File: src/rtl/lsq_inorder_fsm_if.sv
// Signal bundle between the in-order load/store queue and its neighbours
// (dispatch, AGU, ROB head, data cache, CDB).
interface lsq_inorder_fsm_if #(
    parameter int DEPTH  = 16,
    parameter int ROB_W  = 6,
    parameter int PHYS_W = 6
);
    localparam int IDX_W = $clog2(DEPTH);

    // Enqueue fires on a cycle with enq_valid && enq_ready; agu_valid, flush and
    // dmem_resp are single-cycle pulses without back-pressure; dmem_* requests
    // stay stable from issue until the cycle dmem_resp is seen.
    logic              enq_valid;
    logic              enq_ready;
    logic              enq_is_store;
    logic [2:0]        enq_funct3;
    logic [ROB_W-1:0]  enq_rob;
    logic [PHYS_W-1:0] enq_pd;
    logic [4:0]        enq_rd;
    logic [IDX_W-1:0]  enq_idx;

    logic              agu_valid;
    logic [IDX_W-1:0]  agu_idx;
    logic [31:0]       agu_addr;
    logic [31:0]       agu_wdata;

    logic [ROB_W-1:0]  rob_head;
    logic              flush;

    logic [31:0]       dmem_addr;
    logic [3:0]        dmem_rmask;
    logic [3:0]        dmem_wmask;
    logic [31:0]       dmem_wdata;
    logic              dmem_resp;
    logic [31:0]       dmem_rdata;

    logic              cdb_valid;
    logic [ROB_W-1:0]  cdb_rob;
    logic [PHYS_W-1:0] cdb_pd;
    logic [4:0]        cdb_rd;
    logic [31:0]       cdb_rd_v;
    logic              cdb_exc;

    modport slave (
        input  enq_valid, enq_is_store, enq_funct3, enq_rob, enq_pd, enq_rd,
        output enq_ready, enq_idx,
        input  agu_valid, agu_idx, agu_addr, agu_wdata,
        input  rob_head, flush,
        output dmem_addr, dmem_rmask, dmem_wmask, dmem_wdata,
        input  dmem_resp, dmem_rdata,
        output cdb_valid, cdb_rob, cdb_pd, cdb_rd, cdb_rd_v, cdb_exc
    );

    modport master (
        output enq_valid, enq_is_store, enq_funct3, enq_rob, enq_pd, enq_rd,
        input  enq_ready, enq_idx,
        output agu_valid, agu_idx, agu_addr, agu_wdata,
        output rob_head, flush,
        input  dmem_addr, dmem_rmask, dmem_wmask, dmem_wdata,
        output dmem_resp, dmem_rdata,
        input  cdb_valid, cdb_rob, cdb_pd, cdb_rd, cdb_rd_v, cdb_exc
    );
endinterface

File: src/rtl/lsq_inorder_fsm.sv
// In-order load/store queue: circular slot buffer filled at dispatch and by the AGU,
// drained from the head through an IDLE/WAIT/DRAIN cache-access machine.
module lsq_inorder_fsm #(
    parameter int DEPTH  = 16,
    parameter int ROB_W  = 6,
    parameter int PHYS_W = 6
) (
    input  logic             clk,
    input  logic             rst,
    lsq_inorder_fsm_if.slave bus,
    output logic [1:0]       dbg_state
);
    localparam int IDX_W = $clog2(DEPTH);
    localparam logic [IDX_W:0]   CNT_FULL = (IDX_W+1)'(DEPTH);
    localparam logic [IDX_W:0]   CNT_ONE  = (IDX_W+1)'(1);
    localparam logic [IDX_W-1:0] IDX_ONE  = IDX_W'(1);

    typedef enum logic [1:0] {
        S_IDLE  = 2'd0,
        S_WAIT  = 2'd1,
        S_DRAIN = 2'd2
    } state_t;

    state_t state;

    logic [DEPTH-1:0]  ent_valid;
    logic [DEPTH-1:0]  ent_addr_ready;
    logic [DEPTH-1:0]  ent_store;
    logic [2:0]        ent_f3    [DEPTH];
    logic [ROB_W-1:0]  ent_rob   [DEPTH];
    logic [PHYS_W-1:0] ent_pd    [DEPTH];
    logic [4:0]        ent_rd    [DEPTH];
    logic [31:0]       ent_addr  [DEPTH];
    logic [31:0]       ent_wdata [DEPTH];

    logic [IDX_W-1:0] head;
    logic [IDX_W-1:0] tail;
    logic [IDX_W:0]   count;

    logic [31:0]       req_addr;
    logic [31:0]       req_wdata;
    logic [3:0]        req_rmask;
    logic [3:0]        req_wmask;
    logic              req_store;
    logic [2:0]        req_f3;
    logic [1:0]        req_off;
    logic [ROB_W-1:0]  req_rob;
    logic [PHYS_W-1:0] req_pd;
    logic [4:0]        req_rd;

    logic [1:0]  h_off;
    logic [2:0]  h_f3;
    logic        h_store;
    logic        head_ready;
    logic        h_misaligned;
    logic [3:0]  h_mask;
    logic [31:0] h_wdata;

    assign h_off   = ent_addr[head][1:0];
    assign h_f3    = ent_f3[head];
    assign h_store = ent_store[head];
    assign h_wdata = ent_wdata[head] << {h_off, 3'b000};

    // Stores may only touch the cache once they are the oldest uncommitted instruction.
    assign head_ready = ent_valid[head] && ent_addr_ready[head] &&
                        (!h_store || (bus.rob_head == ent_rob[head]));

    always_comb begin
        h_misaligned = 1'b0;
        h_mask       = 4'b1111;
        case (h_f3[1:0])
            2'b00: begin
                h_misaligned = 1'b0;
                h_mask       = 4'b0001 << h_off;
            end
            2'b01: begin
                h_misaligned = h_off[0];
                h_mask       = 4'b0011 << h_off;
            end
            default: begin
                h_misaligned = (h_off != 2'b00);
                h_mask       = 4'b1111;
            end
        endcase
    end

    logic enq_fire;
    logic exc_fire;
    logic resp_fire;
    logic pop;

    assign enq_fire  = bus.enq_valid && bus.enq_ready;
    assign exc_fire  = (state == S_IDLE) && head_ready && h_misaligned && !bus.flush && !rst;
    assign resp_fire = (state == S_WAIT) && bus.dmem_resp;
    assign pop       = exc_fire || resp_fire;

    always_ff @(posedge clk) begin
        if (rst || bus.flush) begin
            ent_valid <= '0;
            head      <= '0;
            tail      <= '0;
            count     <= '0;
        end else begin
            if (bus.agu_valid && ent_valid[bus.agu_idx]) begin
                ent_addr[bus.agu_idx]       <= bus.agu_addr;
                ent_wdata[bus.agu_idx]      <= bus.agu_wdata;
                ent_addr_ready[bus.agu_idx] <= 1'b1;
            end
            if (enq_fire) begin
                ent_valid[tail]      <= 1'b1;
                ent_addr_ready[tail] <= 1'b0;
                ent_store[tail]      <= bus.enq_is_store;
                ent_f3[tail]         <= bus.enq_funct3;
                ent_rob[tail]        <= bus.enq_rob;
                ent_pd[tail]         <= bus.enq_pd;
                ent_rd[tail]         <= bus.enq_rd;
                tail                 <= tail + IDX_ONE;
            end
            if (pop) begin
                ent_valid[head] <= 1'b0;
                head            <= head + IDX_ONE;
            end
            if (enq_fire && !pop) begin
                count <= count + CNT_ONE;
            end else if (!enq_fire && pop) begin
                count <= count - CNT_ONE;
            end
        end
    end

    // The request is captured once so the cache sees stable outputs even if the
    // queue is flushed and refilled while the access is still in flight.
    always_ff @(posedge clk) begin
        if (rst) begin
            state     <= S_IDLE;
            req_addr  <= '0;
            req_wdata <= '0;
            req_rmask <= '0;
            req_wmask <= '0;
            req_store <= 1'b0;
            req_f3    <= '0;
            req_off   <= '0;
            req_rob   <= '0;
            req_pd    <= '0;
            req_rd    <= '0;
        end else begin
            case (state)
                S_IDLE: begin
                    if (head_ready && !h_misaligned && !bus.flush) begin
                        state     <= S_WAIT;
                        req_addr  <= {ent_addr[head][31:2], 2'b00};
                        req_rmask <= h_store ? 4'b0000 : h_mask;
                        req_wmask <= h_store ? h_mask : 4'b0000;
                        req_wdata <= h_store ? h_wdata : 32'h0;
                        req_store <= h_store;
                        req_f3    <= h_f3;
                        req_off   <= h_off;
                        req_rob   <= ent_rob[head];
                        req_pd    <= ent_pd[head];
                        req_rd    <= ent_rd[head];
                    end
                end
                S_WAIT: begin
                    if (bus.dmem_resp) begin
                        state     <= S_IDLE;
                        req_addr  <= '0;
                        req_wdata <= '0;
                        req_rmask <= '0;
                        req_wmask <= '0;
                    end else if (bus.flush) begin
                        state <= S_DRAIN;
                    end
                end
                S_DRAIN: begin
                    if (bus.dmem_resp) begin
                        state     <= S_IDLE;
                        req_addr  <= '0;
                        req_wdata <= '0;
                        req_rmask <= '0;
                        req_wmask <= '0;
                    end
                end
                default: state <= S_IDLE;
            endcase
        end
    end

    logic [7:0]  ld_b;
    logic [15:0] ld_h;
    logic [31:0] ld_val;

    assign ld_b = bus.dmem_rdata[{req_off, 3'b000} +: 8];
    assign ld_h = bus.dmem_rdata[{req_off[1], 4'b0000} +: 16];

    always_comb begin
        case (req_f3)
            3'b000:  ld_val = {{24{ld_b[7]}}, ld_b};
            3'b001:  ld_val = {{16{ld_h[15]}}, ld_h};
            3'b100:  ld_val = {24'h0, ld_b};
            3'b101:  ld_val = {16'h0, ld_h};
            default: ld_val = bus.dmem_rdata;
        endcase
    end

    always_comb begin
        bus.cdb_valid = 1'b0;
        bus.cdb_rob   = '0;
        bus.cdb_pd    = '0;
        bus.cdb_rd    = '0;
        bus.cdb_rd_v  = '0;
        bus.cdb_exc   = 1'b0;
        if (exc_fire) begin
            bus.cdb_valid = 1'b1;
            bus.cdb_rob   = ent_rob[head];
            bus.cdb_exc   = 1'b1;
        end else if (resp_fire && !bus.flush && !rst) begin
            bus.cdb_valid = 1'b1;
            bus.cdb_rob   = req_rob;
            if (!req_store) begin
                bus.cdb_pd   = req_pd;
                bus.cdb_rd   = req_rd;
                bus.cdb_rd_v = ld_val;
            end
        end
    end

    assign bus.enq_ready  = (count != CNT_FULL);
    assign bus.enq_idx    = tail;
    assign bus.dmem_addr  = req_addr;
    assign bus.dmem_rmask = req_rmask;
    assign bus.dmem_wmask = req_wmask;
    assign bus.dmem_wdata = req_wdata;
    assign dbg_state      = state;
endmodule

File: src/flat_wrapper.sv
// flat-port wrapper written by rule: the top's interface ports become plain ports
module lsq_inorder_fsm_flat 
#(
    parameter int DEPTH  = 16,
    parameter int ROB_W  = 6,
    parameter int PHYS_W = 6
)
  (clk, rst, dbg_state, bus_enq_valid, bus_enq_is_store, bus_enq_funct3, bus_enq_rob, bus_enq_pd, bus_enq_rd, bus_enq_ready, bus_enq_idx, bus_agu_valid, bus_agu_idx, bus_agu_addr, bus_agu_wdata, bus_rob_head, bus_flush, bus_dmem_addr, bus_dmem_rmask, bus_dmem_wmask, bus_dmem_wdata, bus_dmem_resp, bus_dmem_rdata, bus_cdb_valid, bus_cdb_rob, bus_cdb_pd, bus_cdb_rd, bus_cdb_rd_v, bus_cdb_exc);
  lsq_inorder_fsm_if #(.DEPTH(DEPTH), .ROB_W(ROB_W), .PHYS_W(PHYS_W)) bus_i ();
  input  logic clk;
  input  logic rst;
  output logic [1:0] dbg_state;
  input wire logic [$bits(bus_i.enq_valid)-1:0] bus_enq_valid;
  input wire logic [$bits(bus_i.enq_is_store)-1:0] bus_enq_is_store;
  input wire logic [$bits(bus_i.enq_funct3)-1:0] bus_enq_funct3;
  input wire logic [$bits(bus_i.enq_rob)-1:0] bus_enq_rob;
  input wire logic [$bits(bus_i.enq_pd)-1:0] bus_enq_pd;
  input wire logic [$bits(bus_i.enq_rd)-1:0] bus_enq_rd;
  output wire logic [$bits(bus_i.enq_ready)-1:0] bus_enq_ready;
  output wire logic [$bits(bus_i.enq_idx)-1:0] bus_enq_idx;
  input wire logic [$bits(bus_i.agu_valid)-1:0] bus_agu_valid;
  input wire logic [$bits(bus_i.agu_idx)-1:0] bus_agu_idx;
  input wire logic [$bits(bus_i.agu_addr)-1:0] bus_agu_addr;
  input wire logic [$bits(bus_i.agu_wdata)-1:0] bus_agu_wdata;
  input wire logic [$bits(bus_i.rob_head)-1:0] bus_rob_head;
  input wire logic [$bits(bus_i.flush)-1:0] bus_flush;
  output wire logic [$bits(bus_i.dmem_addr)-1:0] bus_dmem_addr;
  output wire logic [$bits(bus_i.dmem_rmask)-1:0] bus_dmem_rmask;
  output wire logic [$bits(bus_i.dmem_wmask)-1:0] bus_dmem_wmask;
  output wire logic [$bits(bus_i.dmem_wdata)-1:0] bus_dmem_wdata;
  input wire logic [$bits(bus_i.dmem_resp)-1:0] bus_dmem_resp;
  input wire logic [$bits(bus_i.dmem_rdata)-1:0] bus_dmem_rdata;
  output wire logic [$bits(bus_i.cdb_valid)-1:0] bus_cdb_valid;
  output wire logic [$bits(bus_i.cdb_rob)-1:0] bus_cdb_rob;
  output wire logic [$bits(bus_i.cdb_pd)-1:0] bus_cdb_pd;
  output wire logic [$bits(bus_i.cdb_rd)-1:0] bus_cdb_rd;
  output wire logic [$bits(bus_i.cdb_rd_v)-1:0] bus_cdb_rd_v;
  output wire logic [$bits(bus_i.cdb_exc)-1:0] bus_cdb_exc;
  assign bus_i.enq_valid = bus_enq_valid;
  assign bus_i.enq_is_store = bus_enq_is_store;
  assign bus_i.enq_funct3 = bus_enq_funct3;
  assign bus_i.enq_rob = bus_enq_rob;
  assign bus_i.enq_pd = bus_enq_pd;
  assign bus_i.enq_rd = bus_enq_rd;
  assign bus_enq_ready = bus_i.enq_ready;
  assign bus_enq_idx = bus_i.enq_idx;
  assign bus_i.agu_valid = bus_agu_valid;
  assign bus_i.agu_idx = bus_agu_idx;
  assign bus_i.agu_addr = bus_agu_addr;
  assign bus_i.agu_wdata = bus_agu_wdata;
  assign bus_i.rob_head = bus_rob_head;
  assign bus_i.flush = bus_flush;
  assign bus_dmem_addr = bus_i.dmem_addr;
  assign bus_dmem_rmask = bus_i.dmem_rmask;
  assign bus_dmem_wmask = bus_i.dmem_wmask;
  assign bus_dmem_wdata = bus_i.dmem_wdata;
  assign bus_i.dmem_resp = bus_dmem_resp;
  assign bus_i.dmem_rdata = bus_dmem_rdata;
  assign bus_cdb_valid = bus_i.cdb_valid;
  assign bus_cdb_rob = bus_i.cdb_rob;
  assign bus_cdb_pd = bus_i.cdb_pd;
  assign bus_cdb_rd = bus_i.cdb_rd;
  assign bus_cdb_rd_v = bus_i.cdb_rd_v;
  assign bus_cdb_exc = bus_i.cdb_exc;
  lsq_inorder_fsm #(.DEPTH(DEPTH), .ROB_W(ROB_W), .PHYS_W(PHYS_W)) u_core (.clk(clk), .rst(rst), .bus(bus_i), .dbg_state(dbg_state));
endmodule
File: config.mk
export PLATFORM = sky130hd
export DESIGN_NAME = lsq_inorder_fsm_flat
export DESIGN_NICKNAME = d
export VERILOG_FILES = /design/src/rtl/lsq_inorder_fsm_if.sv /design/src/rtl/lsq_inorder_fsm.sv /design/src/flat_wrapper.sv
export SDC_FILE = /design/constraint.sdc
export NUM_CORES = 1
export LEC_CHECK = 0
export CELL_PAD_IN_SITES_DETAIL_PLACEMENT = 1
export CELL_PAD_IN_SITES_GLOBAL_PLACEMENT = 1
export CORE_ASPECT_RATIO = 0.9
export CORE_UTILIZATION = 50
export DETAILED_ROUTE_END_ITERATION = 8
export PLACE_DENSITY_LB_ADDON = 0.1
export SYNTH_ARGS = -nofsm -noshare
export SYNTH_HDL_FRONTEND = slang
export SYNTH_SLANG_ARGS = --single-unit
File: constraint.sdc
create_clock -name clk -period 10 [get_ports clk]
set_input_delay 2 -clock clk [delete_from_list [all_inputs] [get_ports clk]]
set_output_delay 2 -clock clk [all_outputs]
set_load 0.05 [all_outputs]
==> impl_metrics.py <==
metrics = {
    "status": {
        "status": "finished, final reports clean",
    },
    "synthesis": {
        "synth_top_area_share_pct": 69.70,
        "yosys.cell_types.count": 71,
        "syn_inst": 2942,
        "avgSynthCellArea_um2": 20.15,
        "netlist_area_um2": 59280,
        "synth_edf_count": 1376,
        "ys_seq_area_share_pct": 74.03,
        "synthArstFlopShare_pct": 0,
        "synth_top_cell_by_area": "edfxtp_1",
        "ys_ff_latch": 1504,
        "yosys-top-cells-area": "edfxtp_1 (70%), mux4_2 (16%), dfxtp_1 (4.3%)",
        "synthFlopType": "edfxtp_1",
        "ys_warn_count": 0,
    },
    "routing": {
        "drtPass1Iterations": 5,
        "route.detailed.drc": 0,
        "met1_length_mm": 64.69,
        "routed-wl-met2_mm": 73.80,
        "wl_met3_mm": 9.710,
        "drtAntennaViolNets": 0,
        "viasPerCell": 6.123,
        "routedWlPerCell_um": 30.70,
        "highest_layer": "met5",
        "wirelength_mm": 151.6,
        "drt_iter0_markers": 2759,
        "vias": 30240,
    },
    "die": {
        "dieHeight_um": 328.7,
        "initial_core_util_pct": 50.52,
        "io_pins": 263,
        "design.die.area_um2": 119900,
        "core.rowCount": 119,
        "core_um2": 117300,
        "dieWidth_um": 364.9,
    },
    "sta": {
        "hold_viol_final": 0,
        "finalSetupViolCount": 0,
        "slew_viol_final": 0,
        "period_share_pct": 82.05,
        "rsz0062_at_grt": "false",
        "period_needed_ns": 8.205,
        "tns_ns": 0,
        "fin_skew_ns": 0.03351,
        "tightest_slew_ns": 1.352,
        "relSlewSlack_pct": 9.123,
        "clock.fmax_mhz": 121.9,
    },
    "setup_path": {
        "critPathCaptureType": "output pin",
        "cp_data_required_time_ns": 8.00,
        "critPathKind": "reg -> out",
        "crit_arrival_ns": 6.21,
        "crit_fanout": 54,
        "start_kind": "flip-flop",
    },
    "cells_and_area": {
        "final_cell_mix": "edfxtp_1 (1376), mux4_2 (413), clkdlybuf4s50_1 (259)",
        "nFillCells": 10080,
        "layout_commonest_cell": "edfxtp_1",
        "nNetsFinal": 3387,
        "syn2layout_area_growth_pct": 15.95,
        "drive_gt1_share_pct": 23.30,
        "stdcell_area_um2": 68730,
    },
    "global_routing": {
        "grt_max_degree": 108,
        "grt_usage_pct": 25.54,
        "grt_pass1_vias": 32410,
        "antenna_found_initial": 12,
        "overflow": 0,
        "grt_pass1_wl_mm": 219.9,
    },
    "power_and_ir_drop": {
        "total_power_mw": 12.88,
        "p_per_area_nw_per_um2": 187.4,
        "leakagePower_nw": 21.40,
        "ir_drop_mv": 0.1718,
    },
    "clock_network": {
        "clockBufferDepth": 3,
        "cts.clk_slew.worst_paths_ns": 0.06,
        "cts_resized": 0,
        "hold_buffers": 0,
        "insertion_delay_ns": 0.76,
        "cts_sinks": 1504,
        "postCtsSetupBuffers": 0,
        "cts_root_buf": "clkbuf_16",
        "cts_tree": "yes",
        "cts_made_buffers": 155,
        "htreeDepth": 4,
    },
    "place": {
        "place_area_um2": 63640,
        "numPortBuffers": 260,
        "gp_congestion": 0.8444,
        "dp_hpwl_mm": 85.09,
    },
    "hold_path": {
        "min_path_type": "reg -> reg",
    },
    "run": {
        "cap_violations": 0,
    },
}
-- logic make-up after synthesis --
family	synth area share [%]
and+or+nand+nor	3.200
xor gates and xnor gates	0.1477
buffers and inverters	1.655
adders and majority gates	0.3926
DFF	74.03
other	0.006326
muxes	17.77
AOI/OAI and AO/OA	2.797
-- worst paths after layout --
check        slack [ns]                       end                startpoint  cells after the start
max reg2reg        3.55           u_core.count[4]            u_core.head[1]                     16
max                1.79            bus_cdb_rob[2]                 flip-flop                     10
min reg2reg        0.46  u_core.bus.dmem_addr[19]  u_core.bus.dmem_addr[19]                      2
min                0.46  u_core.bus.dmem_addr[19]  u_core.bus.dmem_addr[19]                      2
-- worst max-delay path, stage by stage, from the launching register on --
cell and delay (ns):
dfxtp_4 0.57, buf_4 0.71, mux4_2 0.60, mux2i_1 0.41, nor2_1 0.08, a211oi_1 0.30, o21ai_2 0.17, o31ai_4 0.96
nand2_1 0.47, mux2i_1 0.33, clkdlybuf4s50_1 0.84
-- cells in the mapped netlist, types with 4 or more instances --
library cell	instances
buf_1	13
inv_1	36
o31ai_2	9
or4b_2	8
o31ai_1	5
a211oi_1	8
nor3_1	25
and2_1	20
buf_4	10
mux2_2	19
nor4_1	5
nand3_1	28
clkbuf_1	83
ha_1	17
and3_1	7
dfxtp_1	128
nand2_1	187
mux4_2	413
nor2_1	91
buf_6	15
edfxtp_1	1376
nor2b_1	11
o211ai_1	19
xnor2_1	5
a22oi_1	6
o2111ai_1	6
o21ai_0	42
buf_2	46
nand2b_1	7
xor2_1	5
o22ai_1	11
a31oi_1	24
nand4_1	4
a21oi_1	97
mux2i_1	102
-- metrics by stage --
stage                     cells  hold WS (ns)  setup slack [ns]  util [%]
after floorplan            2943        0.4489             3.126         -
after global placement     4652        0.4472             2.178     54.24
final                      4938        0.4631             1.795     58.58
after CTS                  4933        0.4694             1.726     58.57
after global routing       4936        0.4869             1.396     58.58
after detailed placement   4652        0.4548             2.100     54.24
-- where the power goes --
group,switching [mW],leakage (nW),internal (mW)
Combinational,0.151,5.51,0.0707
Sequential,0.00539,13.4,6.86
Clock,2.40,2.48,3.39
-- layout make-up --
cell class	instances	area, um2	area share, %
sequential	1504	43900	63.88
multi-input combinational	1233	14680	21.35
clock buffer	196	4164	6.058
timing repair buffer	303	2945	4.285
tap	1573	1968	2.864
clock inverter	85	915.9	1.333
inverter	39	147.6	0.2148
antenna	5	12.51	0.01820
-- routing by layer --
metal | GRT usage [%] | up-vias
li1 | - | 12680
met1 | 36.55 | 16220
met2 | 40.90 | 1089
met3 | 4.303 | 232
met4 | 7.140 | 14
met5 | 0 | -
-- flip-flops by register name (all words and copies together) (netlist names), 30 cells and up, named ones only --
signal and count:
u_core.bus.dmem_addr 30, u_core.bus.dmem_wdata 32, u_core.ent_addr 512, u_core.ent_f3 48
u_core.ent_pd 96, u_core.ent_rd 80, u_core.ent_rob 96, u_core.ent_wdata 512
Power figures use the tool's default switching activity.
